## src/rtl/hub75_bcm_scan_controller.sv

```systemverilog
// hub75_bcm_scan_controller: HUB75 scan driver with binary-coded-modulation bit-plane display.
// Define BRIGHTNESS_EN to add the brightness port that trims OE_N low time within each plane.
module hub75_bcm_scan_controller #(
  parameter int SCREEN_WIDTH = 32,
  parameter int SCREEN_DEPTH = 16,
  parameter int COLOR_DEPTH  = 4,
  parameter int OUTPUT_BASE  = 8,
  localparam int SCAN_ROWS   = SCREEN_DEPTH / 2,
  localparam int ADDR_W      = $clog2(SCREEN_WIDTH * SCAN_ROWS)
) (
  input  logic                     clk_in,
  input  logic                     rst_in,
  input  logic                     enable,
  output logic [ADDR_W-1:0]        fb_addr,
  input  logic [6*COLOR_DEPTH-1:0] fb_rdata,
  output logic                     R1_data,
  output logic                     G1_data,
  output logic                     B1_data,
  output logic                     R2_data,
  output logic                     G2_data,
  output logic                     B2_data,
  output logic                     A,
  output logic                     B,
  output logic                     C,
  output logic                     D,
  output logic                     E,
  output logic                     clk_out,
  output logic                     LAT,
  output logic                     OE_N,
  output logic                     done
`ifdef BRIGHTNESS_EN
  ,input logic [7:0]               brightness
`endif
);
  localparam int CLW = $clog2(SCREEN_WIDTH);
  localparam int PW  = COLOR_DEPTH > 1 ? $clog2(COLOR_DEPTH) : 1;
  localparam int CW  = $clog2((OUTPUT_BASE << (COLOR_DEPTH - 1)) + 1);
  typedef enum logic [2:0] {IDLE, PRIME, SHIFT, LATCH, DISPLAY} state_t;
  state_t state_q, state_d;
  logic phase_q, phase_d;
  logic [CLW-1:0] col_q, col_d;
  logic [PW-1:0] plane_q, plane_d;
  logic [4:0] row_q, row_d, addr_q, addr_d;
  logic [CW-1:0] cnt_q, cnt_d, len, on_len;
  logic [ADDR_W-1:0] fb_addr_q, fb_addr_d;
  logic [5:0] rgb_q, rgb_d;
  logic clk_out_q, clk_out_d, lat_q, lat_d, oe_n_q, oe_n_d, done_q, done_d;
  assign len = CW'(OUTPUT_BASE << plane_q);
`ifdef BRIGHTNESS_EN
  logic [7:0] bright_q, br;
  logic [CW+8:0] prod;
  // Brightness is taken straight from the port during LATCH so the first DISPLAY cycle already uses it.
  assign br = state_q == LATCH ? brightness : bright_q;
  assign prod = (CW+9)'(len) * (CW+9)'(br) + (CW+9)'(len);
  assign on_len = CW'(prod >> 8);
  always_ff @(posedge clk_in or posedge rst_in)
    if (rst_in) bright_q <= '0;
    else bright_q <= br;
`else
  assign on_len = len;
`endif
  always_comb begin
    state_d = state_q;
    phase_d = phase_q;
    col_d = col_q;
    plane_d = plane_q;
    row_d = row_q;
    cnt_d = cnt_q;
    rgb_d = rgb_q;
    addr_d = addr_q;
    fb_addr_d = fb_addr_q;
    case (state_q)
      IDLE: state_d = enable ? PRIME : IDLE;
      PRIME: begin
        state_d = enable ? SHIFT : IDLE;
        col_d = '0;
        phase_d = 1'b0;
      end
      SHIFT: begin
        phase_d = !phase_q;
        if (!phase_q) begin
          rgb_d = {fb_rdata[5*COLOR_DEPTH + plane_q], fb_rdata[4*COLOR_DEPTH + plane_q],
                   fb_rdata[3*COLOR_DEPTH + plane_q], fb_rdata[2*COLOR_DEPTH + plane_q],
                   fb_rdata[COLOR_DEPTH + plane_q], fb_rdata[plane_q]};
          fb_addr_d = col_q == CLW'(SCREEN_WIDTH - 1) ? fb_addr_q : fb_addr_q + 1'b1;
        end else if (col_q == CLW'(SCREEN_WIDTH - 1)) begin
          state_d = LATCH;
          addr_d = row_q;
        end else col_d = col_q + 1'b1;
      end
      LATCH: begin
        state_d = DISPLAY;
        cnt_d = '0;
      end
      DISPLAY: begin
        if (cnt_q == len - 1'b1) begin
          state_d = PRIME;
          plane_d = plane_q == PW'(COLOR_DEPTH - 1) ? '0 : plane_q + 1'b1;
          if (plane_q == PW'(COLOR_DEPTH - 1))
            row_d = row_q == 5'(SCAN_ROWS - 1) ? '0 : row_q + 1'b1;
        end else cnt_d = cnt_q + 1'b1;
      end
      default: state_d = IDLE;
    endcase
    // The first pixel address is issued on entry to PRIME so its data is ready at the first shift phase.
    if (state_d == PRIME) fb_addr_d = ADDR_W'(int'(row_d) * SCREEN_WIDTH);
    clk_out_d = state_d == SHIFT && phase_d;
    lat_d = state_d == LATCH;
    oe_n_d = !(state_d == DISPLAY && cnt_d < on_len);
    done_d = state_d == DISPLAY && cnt_d == len - 1'b1 &&
             plane_q == PW'(COLOR_DEPTH - 1) && row_q == 5'(SCAN_ROWS - 1);
  end
  always_ff @(posedge clk_in or posedge rst_in)
    if (rst_in) begin
      state_q <= IDLE;
      phase_q <= 1'b0;
      col_q <= '0;
      plane_q <= '0;
      row_q <= '0;
      cnt_q <= '0;
      rgb_q <= '0;
      addr_q <= '0;
      fb_addr_q <= '0;
      clk_out_q <= 1'b0;
      lat_q <= 1'b0;
      oe_n_q <= 1'b1;
      done_q <= 1'b0;
    end else begin
      state_q <= state_d;
      phase_q <= phase_d;
      col_q <= col_d;
      plane_q <= plane_d;
      row_q <= row_d;
      cnt_q <= cnt_d;
      rgb_q <= rgb_d;
      addr_q <= addr_d;
      fb_addr_q <= fb_addr_d;
      clk_out_q <= clk_out_d;
      lat_q <= lat_d;
      oe_n_q <= oe_n_d;
      done_q <= done_d;
    end
  assign {R2_data, G2_data, B2_data, R1_data, G1_data, B1_data} = rgb_q;
  assign {E, D, C, B, A} = addr_q;
  assign fb_addr = fb_addr_q;
  assign clk_out = clk_out_q;
  assign LAT = lat_q;
  assign OE_N = oe_n_q;
  assign done = done_q;
endmodule
```

## config.mk

```make
export PLATFORM = sky130hd
export DESIGN_NAME = hub75_bcm_scan_controller
export DESIGN_NICKNAME = d
export VERILOG_FILES = /design/src/rtl/hub75_bcm_scan_controller.sv
export SDC_FILE = /design/constraint.sdc
export NUM_CORES = 1
export LEC_CHECK = 0
export BUFFER_PORTS_ARGS = -buffer_cell sky130_fd_sc_hd__buf_2
export CORE_MARGIN = 2
export CORE_UTILIZATION = 40
export CTS_CLUSTER_SIZE = 8
export DETAILED_ROUTE_END_ITERATION = 8
export GPL_TIMING_DRIVEN = 0
export MAX_ROUTING_LAYER = met4
export SLEW_MARGIN = 30
export SYNTH_ARGS = -nofsm -noshare
export SYNTH_HDL_FRONTEND = slang
export SYNTH_SLANG_ARGS = --single-unit
```

## constraint.sdc

```tcl
create_clock -name clk_in -period 3.15 [get_ports clk_in]
set_input_delay 0.4725 -clock clk_in [delete_from_list [all_inputs] [get_ports clk_in]]
set_output_delay 0.4725 -clock clk_in [all_outputs]
set_load 0.02 [all_outputs]
```

## After elaboration in Yosys (flattened, before gate mapping)

Cells that the tools add are included.

| word-level totals | value |
|---|---|
| register bits | 46 |
| input bits | 27 |
| output and inout bits | 23 |
| logic and storage cells | 100 |

| cells by class | value |
|---|---|
| add/subtract/negate cells | 11 |
| order comparisons | 7 |
| eq/ne operators | 17 |
| shift operators | 1 |
| muxes and demuxes | 33 |
| bitwise logic cells | 1 |
| reduce and logical (&&, ||, !) cells | 16 |

Operators with widths:

| kind | count |
|---|---|
| 8-bit 2-to-1 mux | 4 |
| 1-bit binary-select mux with 5-bit select | 5 |
| 3-bit 2-to-1 mux | 6 |
| 5-bit 2-to-1 mux | 3 |
| 3-bit case mux with 5 select lines | 1 |
| 7-bit equality test | 2 |
| 7-bit case mux with 2 select lines | 1 |
| 5-bit by 2-bit adder with 6-bit output (first input constant) | 2 |
| 3-bit by 2-bit equality test with 1-bit output (second input constant) | 4 |
| 5-bit by 6-bit less-than comparator with 1-bit output (second input constant) | 2 |
| 6-bit less-than comparator (second input constant) | 2 |
| 3-bit AND reduction | 4 |
| 4-bit by 2-bit adder with 5-bit output (first input constant) | 2 |
| 5-bit by 1-bit adder with 5-bit output (second input constant) | 2 |
| 5-bit case mux with 2 select lines | 1 |
| 8-bit by 1-bit adder with 8-bit output (second input constant) | 1 |
| 7-bit by 1-bit adder with 7-bit output (second input constant) | 1 |
| 7-bit less-than comparator | 1 |
| 1-bit 2-to-1 mux | 7 |
| 7-bit 2-to-1 mux | 1 |
| 4-bit by 2-bit << shifter with 7-bit output (first input constant) | 1 |
| 7-bit by 1-bit subtractor with 7-bit output (second input constant) | 1 |
| 3-bit by 1-bit equality test with 1-bit output (second input constant) | 2 |
| 3-bit equality test (second input constant) | 2 |
| other kinds (18) | 28 |

## Depth between registers and ports, before layout

| depth | value |
|---|---|
| word-level depth | 9 |
| mapped depth | 15 |
| mapped depth without buffers | 14 |

## Worst setup path after synthesis

Ideal clock, no wire load.

| timing path | value |
|---|---|
| path kind | register to register |
| start point | register plane_q[0] |
| end point | register oe_n_q, in the netlist OE_N |
| library setup time | 0.078 ns |
| arrival time | 3.176 ns |
| required time | 3.072 ns |
| slack | -0.104 ns |
| cell stages (with the launch flop) | 15 |
| path buffers | 2 |
| period minus slack after synthesis | 3.254 ns |
| cell sequence | dfrtp_1 > clkbuf_1 > inv_1 > ha_1 > xnor2_1 > or4_4 > o21ai_0 > clkbuf_1 > o31ai_1 > ha_1 > o21a_1 > o21ai_0 > nand2b_1 > a21oi_1 > nand2_1 |

| between the ends | value |
|---|---|
| cells in the longest elaborated chain, start to end | 8 |
| elaborated cells between the ends (all ways) | 11 |
| classes of those cells | add/sub: 1; order compare: 1; eq/ne: 2; shift: 1; mux: 4; reduce/logical: 2 |

RTL lines:

| item | line | text |
|---|---|---|
| start: declaration | 42 | `logic [PW-1:0] plane_q, plane_d;` |
| start signal: assignment | 132 | `plane_q <= plane_d;` |
| 4-bit by 2-bit << shifter with 7-bit output | 48 | `assign len = CW'(OUTPUT_BASE << plane_q);` |
| 7-bit by 1-bit subtractor with 7-bit output | 96 | `if (cnt_q == len - 1'b1) begin` |
| 7-bit equality test | 96 |  |
| 7-bit 2-to-1 mux | 96 |  |
| 7-bit case mux with 2 select lines | 72 | `case (state_q)` |
| named net cnt_d[3] | 44 | `logic [CW-1:0] cnt_q, cnt_d, len, on_len;` |
| 7-bit less-than comparator | 109 | `oe_n_d = !(state_d == DISPLAY && cnt_d < on_len);` |
| 1-bit logical AND | 109 |  |
| 1-bit zero test | 109 |  |
| named net oe_n_d | 47 | `logic clk_out_q, clk_out_d, lat_q, lat_d, oe_n_q, oe_n_d, done_q, done_d;` |
| end signal: assignment | 140 | `oe_n_q <= oe_n_d;` |
| end: declaration | 47 |  |

The timed path passes the listed nets, and every way through them passes these cells.
A chain may end at the register's enable or synchronous reset.

## Worst setup path after layout

Same ends and word-level chain as after synthesis.

==> metrics list <==
- Of the total power, combinational logic draws 32.5%.
- Worst-case vdd ir drop: 0.000298 V
* Total via count after detailed routing: 1920
- Static leakage: 1.56 nW
- Number of instances in the synthesized netlist: 233
- Post-Layout Inst Area: 3150 um2
* Number of buffers on the longest clock path: 2
- Width of the die: 84.0 um
- Non-filler cells in the finished layout: 375
- Clock tree synthesis inserted a total of 5 buffers.
* Setup TNS: 0 ns
- Result of the run: completed
* Number of antenna violations at the first check in global routing: 0
- Measured against its own limit, the worst slew margin works out to 55.8%.
* Drt via density: 5.12
- The tree is rooted in a sky130_fd_sc_hd__clkbuf_8.
* Average instance area after synthesis: 11.0 um2
- In this run, post-CTS hold repair placed 0 buffers.
- Number of optimization iterations in the first detailed-route pass: 4
- After synthesis, the share of flip-flops with an asynchronous set or reset is 100%.
- The clock tree synthesis step divided the H-tree into 2 levels.
* Clock slew at reported path FFs: 0.09 ns
- Including well taps, the total number of placed cells is 359.
- Sequential cells were found to cover 45.0% of the synthesized design area.
* Leading cell types by total area after synthesis: sky130_fd_sc_hd__dfrtp_1 (44%), sky130_fd_sc_hd__ha_1 (6.8%), sky130_fd_sc_hd__mux2_2 (6.6%)
- Post-detailed-routing wire length: 4980 um
- The worst setup path is launched from a flop.
- Global routing finished with a remaining overflow of 0.
- For the finished layout, the period the worst path requires is 3.01 ns.
- Crit end category: flop
- Area taken by multi-input logic gates: 1380 um2
* YS warnings: 0
* Synth Cell Area: 2560 um2
- For the pin with the worst max-slew slack, the measured transition is 0.660 ns.
- Wire length of the first global-routing pass: 8890 um
- Standard cell core area: 6280 um2
* Post-synth EDFFs: 0
- Dividing the detail-routed wire length by the instance count gives 13.3 um.
* Total Die Area: 7050 um2
- Maximum number of pins on one net before global-route repair: 47
* Post-synthesis cell type count: 41
- Summing all placed instances gives a cell area of 2910 um2.
* Final period util: 95.5%
- Flop pwr share: 43.0%
- Post-detailed-placement half-perimeter wirelength: 3620 um
* Number of failing hold endpoints at the final stage: 0
- Switching power: 0.000650 W
- The area growth from synthesis to layout is 23.0%.
- Cell Int Power: 0.00117 W
- The critical path in this run is classified as reg2reg.
- The number of slew-limit violations in the final report was 0.
* Data arrival time of the critical path: 3.24 ns
* Final setup violation count: 0
- Later-pin clock latency in the skew report: 0.30 ns
- Number of flip-flops and latches in the synthesized netlist: 46
- The worst register-to-register path begins at plane_q[0]$_DFFE_PP0P_.
- Clock tree from TritonCTS: built
- In the final layout, flip-flops and latches occupy 1150 um2.
* Post-route ant nets: 0
- DR iter-0 viols: 51
- Antenna fix cells: 0
* Pwr dens: 578 nW/um2
- Area fraction of the dominant cell type after synthesis: 44.0%
- Weighted congestion at the end of routability-driven global placement: 0.858
- I/O pin total: 50
- Worst reg2reg setup slack: 0.14 ns
- Row count: 29
* Class of the worst hold path: in2async
- Synthesized netlist net count: 274
- Die height: 84.0 um
* Final worst setup slack: 0.141 ns
- For this configuration, the core starts out at a cell density of 40.8%.
- Number of global-route vias before repair: 1923
- Setup Skew: 0.00905 ns
- Ratio of cells with drive above 1 in the final layout: 35.2%
- The critical path starts at plane_q[0]$_DFFE_PP0P_.
* Clock network fraction of total power: 24.5%
- Derived from the worst setup path, the maximum achievable clock frequency is 0.332 GHz.
* Required arrival time at the worst endpoint: 3.38 ns
- Clock sink count: 46
- In this run the worst path has a maximum fanout of 4.
- Filler cells: 596
* DRC violations left: 0
* Most used flip-flop cell after synthesis: sky130_fd_sc_hd__dfrtp_1
- # nets final: 338
* Switching power share of the total: 35.7%
* Number of buffers inserted by port buffering: 49
* Dominant cell type by area after synthesis: sky130_fd_sc_hd__dfrtp_1
- Worst slack at placement: -0.460 ns
- R2r worst-path depth: 15
- The tool flagged a number of max-cap violations equal to 0.
- Global routing used 15.8% of the available tracks across all layers.
- FF-to-FF End: OE_N$_DFF_PP1_
==> kinds of logic after synthesis <==
logic type | share of synthesized area, %
buffers and inverters | 3.37
adders and majority gates | 6.85
DFF | 45.0
xor gates and xnor gates | 6.85
and+or+nand+nor | 16.2
AOI/OAI and AO/OA | 7.58
muxes | 14.1
==> metrics by stage <==
stage | total power, W | hold slack, ns | utilization (%)
6_report | 0.00182 | 0.227 | 50.1
5_1_grt | 0.00195 | 0.280 | 50.1
4_1_cts | 0.00184 | 0.253 | 49.6
3_5_place_dp | 0.00138 | 0.493 | 46.4
3_3_place_gp | 0.00135 | 0.483 | 46.2
2_1_floorplan | 0.00119 | 0.459 | -
==> cell usage in the layout (no fill, tap or decap), types with 2 or more instances in the layout <==
cell / instances
sky130_fd_sc_hd__nand4_1: 6
sky130_fd_sc_hd__ha_2: 2
sky130_fd_sc_hd__mux2_2: 14
sky130_fd_sc_hd__nand2b_1: 2
sky130_fd_sc_hd__nand3_1: 11
sky130_fd_sc_hd__mux2i_1: 2
sky130_fd_sc_hd__clkbuf_1: 5
sky130_fd_sc_hd__nor2b_1: 2
sky130_fd_sc_hd__o21ai_0: 13
sky130_fd_sc_hd__clkbuf_8: 6
sky130_fd_sc_hd__or2_2: 2
sky130_fd_sc_hd__xor2_1: 8
sky130_fd_sc_hd__a21oi_1: 7
sky130_fd_sc_hd__nor4_2: 2
sky130_fd_sc_hd__dfrtp_1: 44
sky130_fd_sc_hd__nand2_1: 16
sky130_fd_sc_hd__and2_1: 2
sky130_fd_sc_hd__ha_1: 12
sky130_fd_sc_hd__inv_1: 10
sky130_fd_sc_hd__xnor2_1: 11
sky130_fd_sc_hd__mux2_4: 2
sky130_fd_sc_hd__o31ai_1: 2
sky130_fd_sc_hd__mux4_1: 6
sky130_fd_sc_hd__nor2_1: 15
sky130_fd_sc_hd__buf_2: 49
sky130_fd_sc_hd__nor3_1: 5
sky130_fd_sc_hd__and3_1: 4
sky130_fd_sc_hd__buf_4: 8
sky130_fd_sc_hd__inv_2: 2
==> synth_stat cells, types with 2 or more instances <==
library cell	count
sky130_fd_sc_hd__a21oi_1	8
sky130_fd_sc_hd__and2_1	2
sky130_fd_sc_hd__and3_1	4
sky130_fd_sc_hd__clkbuf_1	7
sky130_fd_sc_hd__dfrtp_1	45
sky130_fd_sc_hd__ha_1	14
sky130_fd_sc_hd__inv_1	13
sky130_fd_sc_hd__mux2_2	15
sky130_fd_sc_hd__mux2i_1	2
sky130_fd_sc_hd__mux4_1	6
sky130_fd_sc_hd__nand2_1	16
sky130_fd_sc_hd__nand2b_1	2
sky130_fd_sc_hd__nand3_1	11
sky130_fd_sc_hd__nand4_1	6
sky130_fd_sc_hd__nor2_1	15
sky130_fd_sc_hd__nor2b_1	2
sky130_fd_sc_hd__nor3_1	5
sky130_fd_sc_hd__nor4_1	2
sky130_fd_sc_hd__o21ai_0	15
sky130_fd_sc_hd__o31ai_1	3
sky130_fd_sc_hd__or2_2	2
sky130_fd_sc_hd__xnor2_1	12
sky130_fd_sc_hd__xor2_1	8
==> state kept, by name, summed over array words and instances (netlist names) <==
| name | flops |
|---|---|
| LAT | 1 |
| OE_N | 1 |
| addr_q | 5 |
| clk_out | 1 |
| cnt_q | 7 |
| col_q | 5 |
| done | 1 |
| fb_addr | 8 |
| phase_q | 1 |
| plane_q | 2 |
| rgb_q | 6 |
| row_q | 5 |
| state_q | 3 |
==> final cells by class <==
type / instances / share of cell area, %
inverters: 13 / 1.63
clock inverters: 3 / 1.39
multi-input cells: 166 / 43.8
repair buffers: 57 / 9.70
flip-flops and latches: 46 / 36.6
well taps: 77 / 3.06
clock buffers: 5 / 2.19
plain buffers: 8 / 1.63
==> critical path, stage by stage (launching register included) <==
cell	delay, ns
sky130_fd_sc_hd__dfrtp_1	0.42
sky130_fd_sc_hd__clkbuf_8	0.16
sky130_fd_sc_hd__inv_2	0.04
sky130_fd_sc_hd__ha_2	0.18
sky130_fd_sc_hd__xnor2_1	0.13
sky130_fd_sc_hd__or4_4	0.59
sky130_fd_sc_hd__o21ai_4	0.18
sky130_fd_sc_hd__mux2_4	0.31
sky130_fd_sc_hd__nand2_1	0.08
sky130_fd_sc_hd__o31ai_2	0.08
sky130_fd_sc_hd__ha_1	0.28
sky130_fd_sc_hd__o21a_1	0.10
sky130_fd_sc_hd__o21ai_1	0.11
sky130_fd_sc_hd__nand2b_1	0.08
sky130_fd_sc_hd__a21oi_2	0.14
sky130_fd_sc_hd__nand2_1	0.07
==> what timing repair did <==
action / CTS / global route
pin swaps: 1 / 4
setup buffers: 7 / 1
resized for setup: 9 / 11
endpoints found under the setup margin: 2 / 2
==> metal layers <==
metal | wire length (um) | vias up | GRT usage (%) | part of all wire (%)
met5 | 0 | - | - | 0
met4 | 31 | 0 | 2.64 | 0.62
met3 | 214 | 3 | 3.36 | 4.3
met1 | 2280 | 919 | 20.2 | 46
met2 | 2460 | 42 | 26.3 | 49
li1 | - | 956 | - | -
==> power groups by stage <==
stage | clock network [W] | logic [W] | registers (W)
after floorplan | 0 | 0.000346 | 0.000849
after global placement | 0 | 0.000567 | 0.000786
after detailed placement | 0 | 0.000582 | 0.000795
after CTS | 0.000463 | 0.000593 | 0.000784
after global routing | 0.000487 | 0.000661 | 0.000803
final | 0.000446 | 0.000591 | 0.000783
==> worst max path at each step <==
| stage | slack (ns) | endpoint |
|---|---|---|
| after global placement | -0.49 | OE_N$_DFF_PP1_ |
| after global routing | -0.01 | OE_N$_DFF_PP1_ |
| after detailed placement | -0.46 | OE_N$_DFF_PP1_ |
| after floorplan | 0.03 | OE_N$_DFF_PP1_ |
| final | 0.14 | OE_N$_DFF_PP1_ |
| after CTS | 0.004 | OE_N$_DFF_PP1_ |
Power figures use the tool's default switching activity.
